$ cat src/rtl/uart_receiver_if.sv
// uart_receiver_if -- signal bundle between the UART receiver and its CPU-side user.
//
//   i_rx        serial line, asynchronous, idles high
//   i_read      pop strobe; consumes the FIFO head when o_valid=1
//   i_clear     clears the sticky o_overrun / o_frame_err flags
//   o_data      FIFO head byte (meaningful only while o_valid=1)
//   o_valid     FIFO non-empty
//   o_overrun   sticky: a received byte was dropped because the FIFO was full
//   o_frame_err sticky: a stop bit was sampled low
//   o_dbg_state receiver FSM state (0 IDLE, 1 START, 2 DATA, 3 STOP, 4 BREAK)
//
// Handshake: o_valid/i_read follow valid/ready rules. A pop happens on a rising
// clk edge where o_valid=1 and i_read=1; i_read while o_valid=0 has no effect,
// and o_data only carries meaning while o_valid=1.
interface uart_receiver_if;
  logic       i_rx;
  logic       i_read;
  logic       i_clear;
  logic [7:0] o_data;
  logic       o_valid;
  logic       o_overrun;
  logic       o_frame_err;
  logic [2:0] o_dbg_state;

  modport slave (
    input  i_rx, i_read, i_clear,
    output o_data, o_valid, o_overrun, o_frame_err, o_dbg_state
  );

  modport master (
    output i_rx, i_read, i_clear,
    input  o_data, o_valid, o_overrun, o_frame_err, o_dbg_state
  );
endinterface

$ cat src/rtl/uart_receiver.sv
// uart_receiver -- 8N1 serial receiver feeding a first-word-fall-through FIFO.
//
//   clk    system clock
//   reset  synchronous, active-high reset
//   bus    uart_receiver_if.slave (line input, pop/clear strobes, FIFO head,
//          sticky status flags, FSM debug state)
//
// The line is double-flopped; everything downstream uses the synchronized rx_s.
// Sampling points (cycles after the first cycle rx_s=0): start bit at HALF,
// data bit k at HALF+(k+1)*DIV, stop bit at HALF+9*DIV.
module uart_receiver #(
  parameter int CLK_FREQ_HZ = 100000000,
  parameter int BAUD_RATE   = 1000000,
  parameter int FIFO_DEPTH  = 4
) (
  input  logic            clk,
  input  logic            reset,
  uart_receiver_if.slave  bus
);

  localparam int DIV  = CLK_FREQ_HZ / BAUD_RATE;
  localparam int HALF = DIV / 2;
  localparam int CW   = $clog2(DIV);
  localparam int AW   = $clog2(FIFO_DEPTH);
  localparam int NW   = AW + 1;

  localparam logic [CW-1:0] DIV_LAST  = CW'(DIV - 1);
  localparam logic [CW-1:0] HALF_LAST = CW'(HALF - 1);
  localparam logic [NW-1:0] FULL_CNT  = NW'(FIFO_DEPTH);

  typedef enum logic [2:0] {
    S_IDLE  = 3'd0,
    S_START = 3'd1,
    S_DATA  = 3'd2,
    S_STOP  = 3'd3,
    S_BRK   = 3'd4
  } state_t;

  state_t        state_q, state_d;
  logic [CW-1:0] cnt_q, cnt_d;
  logic [2:0]    bit_q, bit_d;
  logic [7:0]    shift_q, shift_d;
  logic          sync1_q, sync1_d;
  logic          rx_s_q, rx_s_d;

  logic [7:0]    mem_q [FIFO_DEPTH];
  logic [7:0]    mem_d [FIFO_DEPTH];
  logic [AW-1:0] wr_ptr_q, wr_ptr_d;
  logic [AW-1:0] rd_ptr_q, rd_ptr_d;
  logic [NW-1:0] count_q, count_d;
  logic          overrun_q, overrun_d;
  logic          frame_err_q, frame_err_d;

  logic push, frame_set, pop, full, wr_en, ovr_set;

  // Receiver FSM: next state, bit counters and push/frame-error pulses.
  always_comb begin
    sync1_d   = bus.i_rx;
    rx_s_d    = sync1_q;
    state_d   = state_q;
    cnt_d     = cnt_q;
    bit_d     = bit_q;
    shift_d   = shift_q;
    push      = 1'b0;
    frame_set = 1'b0;
    unique case (state_q)
      S_IDLE: begin
        cnt_d = '0;
        if (!rx_s_q) state_d = S_START;
      end
      S_START: begin
        if (cnt_q == HALF_LAST) begin
          cnt_d   = '0;
          bit_d   = '0;
          // A line already back high at mid-start-bit was a glitch.
          state_d = rx_s_q ? S_IDLE : S_DATA;
        end else begin
          cnt_d = cnt_q + 1'b1;
        end
      end
      S_DATA: begin
        if (cnt_q == DIV_LAST) begin
          cnt_d   = '0;
          // LSB arrives first, so shift in at the top.
          shift_d = {rx_s_q, shift_q[7:1]};
          if (bit_q == 3'd7) state_d = S_STOP;
          else               bit_d   = bit_q + 1'b1;
        end else begin
          cnt_d = cnt_q + 1'b1;
        end
      end
      S_STOP: begin
        if (cnt_q == DIV_LAST) begin
          cnt_d = '0;
          if (rx_s_q) begin
            push    = 1'b1;
            state_d = S_IDLE;
          end else begin
            frame_set = 1'b1;
            state_d   = S_BRK;
          end
        end else begin
          cnt_d = cnt_q + 1'b1;
        end
      end
      S_BRK: begin
        // Held-low line: wait for idle so only one framing error is raised.
        cnt_d = '0;
        if (rx_s_q) state_d = S_IDLE;
      end
      default: begin
        cnt_d   = '0;
        state_d = S_IDLE;
      end
    endcase
  end

  // FIFO and sticky flags. A push into a full FIFO still lands when the head
  // is popped in the same cycle, since a slot frees up at that edge.
  always_comb begin
    pop      = bus.i_read && (count_q != '0);
    full     = (count_q == FULL_CNT);
    wr_en    = push && (!full || pop);
    ovr_set  = push && full && !pop;
    mem_d    = mem_q;
    if (wr_en) mem_d[wr_ptr_q] = shift_q;
    wr_ptr_d = wr_ptr_q + AW'(wr_en);
    rd_ptr_d = rd_ptr_q + AW'(pop);
    count_d  = count_q + NW'(wr_en) - NW'(pop);
    // Set has priority over a simultaneous clear.
    overrun_d   = ovr_set   ? 1'b1 : (bus.i_clear ? 1'b0 : overrun_q);
    frame_err_d = frame_set ? 1'b1 : (bus.i_clear ? 1'b0 : frame_err_q);
  end

  always_ff @(posedge clk) begin
    if (reset) begin
      sync1_q     <= 1'b1;
      rx_s_q      <= 1'b1;
      state_q     <= S_IDLE;
      cnt_q       <= '0;
      bit_q       <= '0;
      shift_q     <= '0;
      wr_ptr_q    <= '0;
      rd_ptr_q    <= '0;
      count_q     <= '0;
      overrun_q   <= 1'b0;
      frame_err_q <= 1'b0;
      for (int i = 0; i < FIFO_DEPTH; i++) mem_q[i] <= '0;
    end else begin
      sync1_q     <= sync1_d;
      rx_s_q      <= rx_s_d;
      state_q     <= state_d;
      cnt_q       <= cnt_d;
      bit_q       <= bit_d;
      shift_q     <= shift_d;
      wr_ptr_q    <= wr_ptr_d;
      rd_ptr_q    <= rd_ptr_d;
      count_q     <= count_d;
      overrun_q   <= overrun_d;
      frame_err_q <= frame_err_d;
      for (int i = 0; i < FIFO_DEPTH; i++) mem_q[i] <= mem_d[i];
    end
  end

  assign bus.o_valid     = (count_q != '0);
  assign bus.o_data      = bus.o_valid ? mem_q[rd_ptr_q] : 8'h00;
  assign bus.o_overrun   = overrun_q;
  assign bus.o_frame_err = frame_err_q;
  assign bus.o_dbg_state = state_q;

endmodule

$ cat src/flat_wrapper.sv
// flat-port wrapper written by rule: the top's interface ports become plain ports
module uart_receiver_flat 
#(
  parameter int CLK_FREQ_HZ = 100000000,
  parameter int BAUD_RATE   = 1000000,
  parameter int FIFO_DEPTH  = 4
)
  (clk, reset, bus_i_rx, bus_i_read, bus_i_clear, bus_o_data, bus_o_valid, bus_o_overrun, bus_o_frame_err, bus_o_dbg_state);
  uart_receiver_if bus_i ();
  input  logic clk;
  input  logic reset;
  input wire logic [$bits(bus_i.i_rx)-1:0] bus_i_rx;
  input wire logic [$bits(bus_i.i_read)-1:0] bus_i_read;
  input wire logic [$bits(bus_i.i_clear)-1:0] bus_i_clear;
  output wire logic [$bits(bus_i.o_data)-1:0] bus_o_data;
  output wire logic [$bits(bus_i.o_valid)-1:0] bus_o_valid;
  output wire logic [$bits(bus_i.o_overrun)-1:0] bus_o_overrun;
  output wire logic [$bits(bus_i.o_frame_err)-1:0] bus_o_frame_err;
  output wire logic [$bits(bus_i.o_dbg_state)-1:0] bus_o_dbg_state;
  assign bus_i.i_rx = bus_i_rx;
  assign bus_i.i_read = bus_i_read;
  assign bus_i.i_clear = bus_i_clear;
  assign bus_o_data = bus_i.o_data;
  assign bus_o_valid = bus_i.o_valid;
  assign bus_o_overrun = bus_i.o_overrun;
  assign bus_o_frame_err = bus_i.o_frame_err;
  assign bus_o_dbg_state = bus_i.o_dbg_state;
  uart_receiver #(.CLK_FREQ_HZ(CLK_FREQ_HZ), .BAUD_RATE(BAUD_RATE), .FIFO_DEPTH(FIFO_DEPTH)) u_core (.clk(clk), .reset(reset), .bus(bus_i));
endmodule
$ cat config.mk
export PLATFORM = sky130hd
export DESIGN_NAME = uart_receiver_flat
export DESIGN_NICKNAME = d
export VERILOG_FILES = /design/src/rtl/uart_receiver_if.sv /design/src/rtl/uart_receiver.sv /design/src/flat_wrapper.sv
export SDC_FILE = /design/constraint.sdc
export NUM_CORES = 1
export LEC_CHECK = 0
export CORE_MARGIN = 2
export CORE_UTILIZATION = 40
export DETAILED_ROUTE_END_ITERATION = 8
export PLACE_DENSITY_LB_ADDON = 0.12
export SLEW_MARGIN = 20
export SYNTH_ARGS = -nofsm -noshare
export SYNTH_HDL_FRONTEND = slang
export SYNTH_SLANG_ARGS = --single-unit
$ cat constraint.sdc
create_clock -name clk -period 7.1 [get_ports clk]
set_input_delay 1.42 -clock clk [delete_from_list [all_inputs] [get_ports clk]]
set_output_delay 1.42 -clock clk [all_outputs]
set_load 0.005 [all_outputs]
==> results of run 1 <==
## area by class of cell
type                            count  area [sq um]  share of cell area
Multi-Input combinational cell    199          1617              0.4688
Sequential cell                    64          1281              0.3716
Timing Repair Buffer               19         182.7             0.05298
Clock buffer                       13         148.9             0.04318
Tap cell                           99         123.9             0.03592
Clock inverter                      3         65.06             0.01887
Inverter                            8         30.03            0.008708
## flip-flops by register name (all words and copies together) (netlist names), 2 cells and up
signal and cells:
u_core.bit_q 3, u_core.bus.o_dbg_state 3, u_core.cnt_q 7, u_core.count_q 3, u_core.mem_q 32, u_core.rd_ptr_q 2
u_core.shift_q 8, u_core.wr_ptr_q 2
## power groups by stage
stage / clock network [mW] / registers, mW / logic [mW]
6_report: 0.344 / 0.405 / 0.121
5_1_grt: 0.371 / 0.410 / 0.137
4_1_cts: 0.353 / 0.407 / 0.122
3_5_place_dp: 0 / 0.415 / 0.121
3_3_place_gp: 0 / 0.414 / 0.118
2_1_floorplan: 0 / 0.389 / 0.101
## critical path: cells and delay by family, from the launching register on
kind	cells	cell delay (ps)
multiplexers	1	570
AND/OR/NAND/NOR	1	140
buffers and inverters	1	440
flip-flops	1	720
## placed cells by master, fill, tap and decap left out, drive strengths merged, types with 3 or more instances in the layout
cell           netlist  layout
ha                   8       8
xnor2                6       6
xor2                 3       3
a21oi                4       4
nor2                25      25
clkbuf               9      13
nor2b               13      13
dfxtp               64      64
nand2                3       3
clkdlybuf4s50        0      17
nand3b               3       3
mux2i               43      43
inv                  8       8
nand3                7       7
nand2b              46      46
mux4                 8       8
nor3                 6       6
## metal layers
metal,wire length [um],track usage,share of wire,up-vias
met4,102,0.07692,0.018,0
met3,130,0.02922,0.023,9
met5,0,0,0,-
li1,-,-,-,1012
met1,2913,0.2104,0.51,950
met2,2529,0.2387,0.45,23
## how the worst max path moves through the flow
stage | to | slack, ps | cells past startpoint
floorplan | u_core.count_q[2]$_SDFF_PP0_ | 4320 | 8
global placement | u_core.count_q[2]$_SDFF_PP0_ | 3710 | 9
detailed placement | u_core.count_q[1]$_SDFF_PP0_ | 3690 | 7
CTS | bus_o_data[3] | 3380 | 3
global route | bus_o_data[4] | 3300 | 3
finish | bus_o_data[2] | 3460 | 3
## cells by family (layout without fill, tap and decap cells)
kind of cell               Yosys count  after routing  share of synthesized area
and+or+nand+nor                    118            118                     0.2425
DFF                                 64             64                     0.4288
muxes                               51             51                     0.2044
buffers and inverters               22             43                    0.03015
AOI/OAI and AO/OA                   12             12                    0.02764
adders and majority gates            9              9                    0.04020
xor gates and xnor gates             9              9                    0.02638
## per-stage QoR
stage	worst slack, ps	util	hold slack, ps	instance area (sq um)	power (mW)
2_1_floorplan	4318	-	389.5	2988	0.4897
3_3_place_gp	3706	0.4459	392.7	3234	0.5321
3_5_place_dp	3692	0.4459	395.2	3234	0.5358
4_1_cts	3378	0.4754	410.8	3448	0.8811
5_1_grt	3298	0.4754	430.4	3448	0.9182
6_report	3460	0.4754	408.3	3448	0.8692
==> metrics.md, run 1 <==
| Metric | Value |
|---|---|
| Async set or reset register ratio after synthesis | `0` |
| Nets | `around 320` |
| Worst IR drop on VDD | `0.1485 mV` |
| Max clock buf depth | `2` |
| Detailed Route Iter0 Violations | `97` |
| Distinct cells, synth | `40` |
| Top cells by area, synth | `dfxtp_1 43%, mux2i_1 14%, nand2b_1 9.6%, mux4_2 6.0%, ha_1 3.4%` |
| CP Max Fanout | `9` |
| Max Clock Freq | `between 200 and 300 MHz` |
| Final hold vios | `0` |
| Worst Hold Launch | `u_core.rx_s_d$_SDFF_PP1_` |
| Syn-to-layout area delta | `15.41%` |
| CP Cell Sequence | `mux4_2 -> nor2b_1 -> clkdlybuf4s50_1` |
| Slowest cell delay on critical path | `roughly 700 ps` |
| RSZ-0062 raised after global routing | `false` |
| CTS H-tree lvls | `3` |
| Tcrit/Tclk final | `0.5126` |
| Post-synth design cell area | `2988 sq um` |
| TNS Setup | `0 ps` |
| Power Density | `approximately 250 nW/um^2` |
| Seq pwr share | `0.466` |
| RR Startpoint | `u_core.cnt_q[2]$_SDFF_PP0_` |
| Initial antenna violation count | `0` |
| Reg2Reg Setup Slack | `4700 ps` |
| Placed cell count | `389` |
| Worst-margin pin slew | `994.2 ps` |
| Mapped Cells | `285` |
| Vias in the first global route | `roughly 2,100` |
| P_int | `0.6445 mW` |
| Logic pwr share | `0.139` |
| Global-route wire length before repair | `10,130 um` |
| Clk_skew | `approximately 7.3 ps` |
| Slew Limit Fails | `0` |
| Post-synth EDFFs | `0` |
| Total clock sinks | `64` |
| Resize count post-CTS | `0` |
| CTS clk-pin slew, worst paths | `roughly 60 ps` |
| Root buffer cell | `clkbuf_8` |
| Die ar. | `8177 sq um` |
| Synthesized Nets | `299` |
| Worst setup EP type | `primary output` |
| Antenna cells | `0` |
| Cts bufs inserted | `9` |
| TritonRoute pass-1 iters | `4` |
| Largest area contributor in the netlist | `dfxtp_1` |
| Largest net degree at the start of global routing | `~70` |
| Slew HR | `0.3372` |
| Startpoint type of the worst setup path | `flop` |
| Post-Route WL | `approximately 5700 um` |
| CTS tree | `done` |
| Mean post-synth cell area | `about 10 sq um` |
| I/O pins | `19` |
| Post-CTS setup buffers | `0` |
| Grt total ovfl | `0` |
| DP HPWL | `between 3000 and 4000 um` |
| Min Tclk post-route | `~3600 ps` |
| Initial core utilization | `0.4119` |
| Clk pwr share | `0.396` |
| Post-synth top area share | `0.4288` |
| Critical Path AT | `around 2200 ps` |
| Min-Delay Path Class | `flop to flop` |
| Worst hold stages | `1` |
| Port bufs | `18` |
| Filler cell count | `693` |
| DR vias/cell | `between 4 and 5` |
| Status | `finished clean` |
| Flops & latches, synth | `64` |
| Switching share of power | `0.2585` |
| # DRC | `0` |
| Top-count cell post-synth | `dfxtp_1` |
| Die height | `roughly 90 um` |
| Reg2Reg Capture Point | `u_core.count_q[2]$_SDFF_PP0_` |
| Non-Filler Instances | `about 410` |
| Slowest CP cell | `dfxtp_1` |
| Via count | `about 2,000` |
| Core box area | `slightly above 7000 sq um` |
| Skew-Pair Late Insertion Delay | `around 340 ps` |
| Placer Congestion | `roughly 0.80` |
| Top post-synthesis cells by count | `64 x dfxtp_1, 46 x nand2b_1, 43 x mux2i_1, 25 x nor2_1, 13 x nor2b_1` |
| Rows | `31` |
| Psw | `between 0.2 and 0.25 mW` |
| Synth Warn # | `0` |
| Critical path class | `flop to primary output` |
| Ys flop type | `dfxtp_1` |
| Die width | `approximately 90 um` |
| Worst Reg2Reg Path Length in Cells | `8` |
| Worst Hold Path EP | `u_core.rx_s_q$_SDFF_PP1_` |
| Max_cap viols | `0` |
| Routed Antenna Nets | `0` |
| Sequential element share of the synthesized area | `0.4288` |
| Endpoints failing setup | `0` |
| Critical Path RT | `5680 ps` |
| Crit. Startpoint | `u_core.rd_ptr_q[0]$_SDFF_PP0_` |
| Wire per inst | `roughly 14 um` |
| # hold bufs at CTS | `0` |
| Lkg Pwr | `1.420 nW` |
| Ratio of cells with drive above 1 in the final layout | `0.1046` |
| Total track usage | `0.1555` |
No activity file was read; power rests on OpenSTA's default activity.
==> run 2: changes to the inputs <==
==> constraint.sdc (replaced) <==
create_clock -name clk -period 3 [get_ports clk]
set_input_delay 0.6 -clock clk [delete_from_list [all_inputs] [get_ports clk]]
set_output_delay 0.6 -clock clk [all_outputs]
set_load 0.005 [all_outputs]
==> run 2 against run 1 <==
  * Global-route usage shrank 0.46 points
  * Power is 140% higher
  * Setup slack got worse by 3100 ps
  * Combinational power rose to 2.8 times the previous value
  * Sequential share of layout area decreased by 0.35 points
  * Utilization grew 0.45 points
  * Count of clock-buffer cells in the layout fell by 2
  * First-iteration DRC count down 15%
  * Clock skew is essentially flat
  * Largest power group unchanged
==> metrics.md, run 2 (synthesis gave the netlist of run 1 again) <==
| Metric | Value |
|---|---|
| Status | `finished clean` |
| Syn-to-layout area delta | `16.50%` |
| Worst Hold Path EP | `u_core.rx_s_q$_SDFF_PP1_` |
| Port bufs | `18 (unchanged)` |
| RR Startpoint | `u_core.cnt_q[2]$_SDFF_PP0_` |
| Lkg Pwr | `1.438 nW (+1.2%)` |
| DP HPWL | `3732 um (+2.0%)` |
| Final hold vios | `0 (unchanged)` |
| Ratio of cells with drive above 1 in the final layout | `0.1197 (+0.01517)` |
| Clk_skew | `7.104 ps (-0.1847 ps)` |
| Die ar. | `8177 sq um (unchanged)` |
| Root buffer cell | `clkbuf_8` |
| Vias in the first global route | `1,993 (-3.0%)` |
| Tcrit/Tclk final | `0.8668` |
| Max Clock Freq | `384.5 MHz` |
| Via count | `1,994 (unchanged)` |
| Cts bufs inserted | `9 (unchanged)` |
| Slew Limit Fails | `0 (unchanged)` |
| Final worst slack | `399.5 ps (-3061 ps)` |
| Worst Reg2Reg Path Length in Cells | `8 (unchanged)` |
| Skew-Pair Late Insertion Delay | `340 ps (about the same)` |
| Leading cell type in the layout, fill and taps excluded | `dfxtp_1` |
| Design Power | `2.056 mW (+140%)` |
| Initial antenna violation count | `0 (unchanged)` |
| Worst-margin pin slew | `767.9 ps (-226.3 ps)` |
| Resize count post-CTS | `0 (unchanged)` |
| Biggest register | `u_core.mem_q` |
| TritonRoute pass-1 iters | `6 (+2)` |
| Die height | `90.43 um (unchanged)` |
| Total clock sinks | `64 (unchanged)` |
| Critical path class | `flop to primary output` |
| Worst slack, placed | `466.8 ps (-3225 ps)` |
| Antenna cells | `0 (unchanged)` |
| Design Area, Final | `3481 sq um (+0.94%)` |
| Nets | `320 (+1.6%)` |
| RSZ-0062 raised after global routing | `false` |
| Routed Antenna Nets | `0 (unchanged)` |
| Largest net degree at the start of global routing | `52 (-25%)` |
| Worst setup EP type | `primary output` |
| Placer Congestion | `0.7493 (-5.9%)` |
| DR vias/cell | `4.887 (-0.74%)` |
| Worst Hold Launch | `u_core.rx_s_d$_SDFF_PP1_` |
| Slew HR | `0.4842 (+0.1470)` |
| I/O pins | `19 (unchanged)` |
| CTS H-tree lvls | `3 (unchanged)` |
| Grt total ovfl | `0 (unchanged)` |
| Detailed Route Iter0 Violations | `82 (-15%)` |
| Total track usage | `0.1509 (-0.004605)` |
| Biggest regs | `u_core.mem_q (32), u_core.shift_q (8), u_core.cnt_q (7)` |
| Max reg flops | `32 (unchanged)` |
| Core box area | `7253 sq um (unchanged)` |
| Placed cell count | `394 (+1.3%)` |
| Initial core utilization | `0.4119 (unchanged)` |
| CTS tree | `done` |
| Max clock buf depth | `2 (unchanged)` |
| Endpoints failing setup | `0 (unchanged)` |
| Die width | `90.43 um (unchanged)` |
| CP Max Fanout | `8 (-1)` |
| # hold bufs at CTS | `0 (unchanged)` |
| Worst hold stages | `1 (unchanged)` |
| TNS Setup | `0 ps (unchanged)` |
| CTS clk-pin slew, worst paths | `70 ps (about the same)` |
| Critical Path RT | `2400 ps (-3280 ps)` |
| Reg2Reg Setup Slack | `620 ps (-4080 ps)` |
| Post-Route WL | `5678 um (about the same)` |
| Startpoint type of the worst setup path | `flop` |
| Most frequent cells in the layout | `64 x dfxtp_1, 46 x nand2b_1, 43 x mux2i_1` |
| Min-Delay Path Class | `flop to flop` |
| Global-route wire length before repair | `9791 um (-3.3%)` |
| Post-CTS setup buffers | `0 (unchanged)` |
| Non-Filler Instances | `408 (+0.74%)` |
| Reg2Reg Capture Point | `u_core.count_q[2]$_SDFF_PP0_` |
| Max_cap viols | `0 (unchanged)` |
| Wire per inst | `13.92 um (-0.70%)` |
| Rows | `31 (unchanged)` |
| Power Density | `590.8 nW/um^2 (+130%)` |
| # DRC | `0 (unchanged)` |
| Min Tclk post-route | `between 2000 and 3000 ps` |
| Worst IR drop on VDD | `0.3950 mV (+170%)` |
| Area post-placement | `3272 sq um (+1.2%)` |
| Critical Path AT | `2000 ps (-220 ps)` |
-- run 2: critical path, cell delays in order, from the launching register on --
cell and delay (ps):
dfxtp_1 340, buf_4 230, mux4_2 510, nor2b_1 150
clkdlybuf4s50_1 440
-- run 2: area by class of cell --
class / instances / area, sq um
timing repair buffer: 24 / 220.2
clock inverter: 3 / 67.56
sequential: 64 / 1281
inverter: 8 / 30.03
clock buffer: 11 / 141.4
tap: 99 / 123.9
fill: 702 / 3772
multi-input combinational: 199 / 1617
-- run 2: worst max-delay path by stage --
stage | cells past startpoint | to | startpoint
after floorplan | 9 | u_core.count_q[2]$_SDFF_PP0_ | u_core.count_q[1]$_SDFF_PP0_
after global placement | 9 | u_core.count_q[2]$_SDFF_PP0_ | bus_i_read
after detailed placement | 7 | u_core.count_q[1]$_SDFF_PP0_ | bus_i_read
after CTS | 4 | bus_o_data[3] | u_core.rd_ptr_q[0]$_SDFF_PP0_
after global routing | 8 | u_core.count_q[2]$_SDFF_PP0_ | u_core.cnt_q[2]$_SDFF_PP0_
final | 4 | bus_o_data[3] | u_core.rd_ptr_q[0]$_SDFF_PP0_
-- run 2: per-layer routing --
layer | share of wire | GRT usage
met1 | 0.47 | 0.1845
met5 | 0 | 0
met4 | 0.014 | 0.03846
met3 | 0.029 | 0.05175
met2 | 0.49 | 0.2550
-- run 2: metrics by stage --
stage	hold slack [ps]	util
6_report	420.1	0.4799
5_1_grt	435.8	0.4799
4_1_cts	428.9	0.4799
3_5_place_dp	411.9	0.4511
3_3_place_gp	397.0	0.4511
2_1_floorplan	389.5	-
-- run 2: report_power, final --
group | internal, mW | switching, mW
clock network | 0.482 | 0.313
registers | 0.882 | 0.0359
logic | 0.165 | 0.179
==> run 3: changes to the inputs <==
--- a/config.mk
+++ b/config.mk
@@ -5,7 +5,7 @@
 export SDC_FILE = /design/constraint.sdc
 export NUM_CORES = 1
 export LEC_CHECK = 0
-export CORE_MARGIN = 2
+export CAP_MARGIN = 40
 export CORE_UTILIZATION = 40
 export DETAILED_ROUTE_END_ITERATION = 8
 export PLACE_DENSITY_LB_ADDON = 0.12
==> run 3 against run 2 <==
  * Sequential power grew 1%
  * Via count grew 0.50%
  * Count of clock-buffer cells in the layout unchanged
  * Sequential cell count unchanged
  * Clock skew increased by 1.3 ps
  * Utilization decreased by 0.52 points
  * Cell count grew 0.25%
  * Non-clock buffer count stayed put
  * First-iteration DRC count fell by 44%
  * Combinational power shrank 7.3%
  * Global-route usage up 1.3 points
  * Design area decreased by 1.1%
  * Critical endpoint is now bus_o_data[4]
==> metrics.md, run 3 (synthesis gave the netlist of run 1 again) <==
| Metric | Value |
|---|---|
| CP Cell Sequence | `buf_4 -> mux4_2 -> nor2b_1 -> clkdlybuf4s50_1` |
| CTS H-tree lvls | `3 (unchanged)` |
| Vias in the first global route | `1,935 (-2.9%)` |
| Worst setup EP type | `primary output` |
| Die width | `88.43 um (-2.2%)` |
| Via count | `2,004 (+0.50%)` |
| Min-Delay Path Class | `flop to flop` |
| TNS Setup | `0 ps (unchanged)` |
| RSZ-0062 raised after global routing | `false` |
| CTS clk-pin slew, worst paths | `70 ps (about the same)` |
| Clk_skew | `8.441 ps (+1.337 ps)` |
| Util after Layout | `0.4747 (-0.005175)` |
| CP Max Fanout | `8 (unchanged)` |
| Slew HR | `0.4803 (-0.003911)` |
| Placer Congestion | `0.7419 (-0.99%)` |
| Max clock buf depth | `2 (unchanged)` |
| Initial core utilization | `0.4119 (unchanged)` |
| Critical path class | `flop to primary output` |
| Max reg flops | `32 (unchanged)` |
| Min Tclk post-route | `2603 ps (+2.869 ps)` |
| Rows | `31 (unchanged)` |
| Max Clock Freq | `384.1 MHz (-0.11%)` |
| Most frequent cells in the layout | `64 x dfxtp_1, 46 x nand2b_1, 43 x mux2i_1` |
| Routed Antenna Nets | `0 (unchanged)` |
| Total track usage | `0.1635 (+0.01255)` |
| Wire per inst | `13.74 um (-1.3%)` |
| Status | `finished clean` |
| Total clock sinks | `64 (unchanged)` |
| Antenna cells | `0 (unchanged)` |
| Root buffer cell | `clkbuf_8` |
| Global-route wire length before repair | `9404 um (-4.0%)` |
| Biggest regs | `u_core.mem_q (32), u_core.shift_q (8), u_core.cnt_q (7)` |
| Initial antenna violation count | `0 (unchanged)` |
| Critical Path RT | `2400 ps (about the same)` |
| Post-CTS setup buffers | `0 (unchanged)` |
| Lkg Pwr | `1.430 nW (-0.53%)` |
| Resize count post-CTS | `0 (unchanged)` |
| Filler cell count | `703 (+0.14%)` |
| Port bufs | `18 (unchanged)` |
| Die height | `88.43 um (-2.2%)` |
| Fin Hold WS | `413.4 ps (-6.724 ps)` |
| TritonRoute pass-1 iters | `4 (-2)` |
| DP HPWL | `3777 um (+1.2%)` |
| Largest net degree at the start of global routing | `51 (-1.9%)` |
| Bufs and invs on worst path | `2 (unchanged)` |
| Tcrit/Tclk final | `0.8678 (+0.0009563)` |
| # DRC | `0 (unchanged)` |
| Core box area | `7253 sq um (unchanged)` |
| Final hold vios | `0 (unchanged)` |
| Endpoints failing setup | `0 (unchanged)` |
| Nets | `320 (unchanged)` |
| Leading cell type in the layout, fill and taps excluded | `dfxtp_1` |
| Slew Limit Fails | `0 (unchanged)` |
| Ratio of cells with drive above 1 in the final layout | `0.1258 (+0.006065)` |
| DR vias/cell | `4.900 (+0.26%)` |
| Skew-Pair Late Insertion Delay | `340 ps (about the same)` |
| Max_cap viols | `0 (unchanged)` |
| Biggest register | `u_core.mem_q` |
| Worst IR drop on VDD | `0.3227 mV (-18%)` |
| CP delay by family, top | `buffers and inverters` |
| # hold bufs at CTS | `0 (unchanged)` |
| Detailed Route Iter0 Violations | `46 (-44%)` |
| Grt total ovfl | `0 (unchanged)` |
| Slowest CP cell | `mux4_2` |
| Cts bufs inserted | `9 (unchanged)` |
| Post-Route WL | `5619 um (-1.0%)` |
| Slowest cell delay on critical path | `530 ps (+20 ps)` |
| CTS tree | `done` |
| Power Density | `551.4 nW/um^2 (-6.7%)` |
| Die ar. | `7819 sq um (-4.4%)` |
| I/O pins | `19 (unchanged)` |
| Critical Path AT | `2000 ps (about the same)` |
| Startpoint type of the worst setup path | `flop` |
| Syn-to-layout area delta | `15.24%` |
| Worst-margin pin slew | `773.8 ps (+5.822 ps)` |
[run 3: final cells by class]
| cell class | count | area, sq um | area share |
|---|---|---|---|
| Clock inverter | 4 | 20.02 | 0.005814 |
| Inverter | 8 | 30.03 | 0.008721 |
| Tap cell | 99 | 123.9 | 0.03597 |
| Timing Repair Buffer | 24 | 220.2 | 0.06395 |
| Clock buffer | 11 | 151.4 | 0.04397 |
| Sequential cell | 64 | 1281 | 0.3721 |
| Multi-Input combinational cell | 199 | 1617 | 0.4695 |
[run 3: worst paths after layout]
kind	startpoint	to	slack [ps]	cells past startpoint
setup / recovery	u_core.rd_ptr_q[0]$_SDFF_PP0_	bus_o_data[4]	400	4
hold / removal	u_core.rx_s_d$_SDFF_PP1_	u_core.rx_s_q$_SDFF_PP1_	410	1
setup reg to reg	u_core.cnt_q[2]$_SDFF_PP0_	u_core.count_q[2]$_SDFF_PP0_	630	8
hold reg to reg	u_core.rx_s_d$_SDFF_PP1_	u_core.rx_s_q$_SDFF_PP1_	410	1
[run 3: per-stage QoR]
step / instance area, sq um / setup slack, ps / cells / total power, mW
after global placement: 3272 / 463.8 / 394 / 1.272
final: 3443 / 396.6 / 409 / 1.899
after floorplan: 2988 / 679.7 / 285 / 1.159
after global routing: 3443 / 276.5 / 409 / 2.018
after detailed placement: 3272 / 398.3 / 394 / 1.272
after CTS: 3443 / 357.6 / 409 / 1.937
[run 3: report_power, final]
group | switching, mW | internal [mW] | total, mW
registers | 0.0451 | 0.882 | 0.927
logic | 0.157 | 0.161 | 0.318
clock network | 0.319 | 0.334 | 0.653
total | 0.521 | 1.38 | 1.90
[run 3: per-layer routing]
| metal | GRT usage | share of wire | vias to the layer above |
|---|---|---|---|
| met2 | 0.2671 | 0.46 | 22 |
| li1 | - | - | 1022 |
| met5 | 0 | 0 | - |
| met4 | 0.08798 | 0.022 | 0 |
| met1 | 0.2028 | 0.50 | 949 |
| met3 | 0.03358 | 0.020 | 11 |
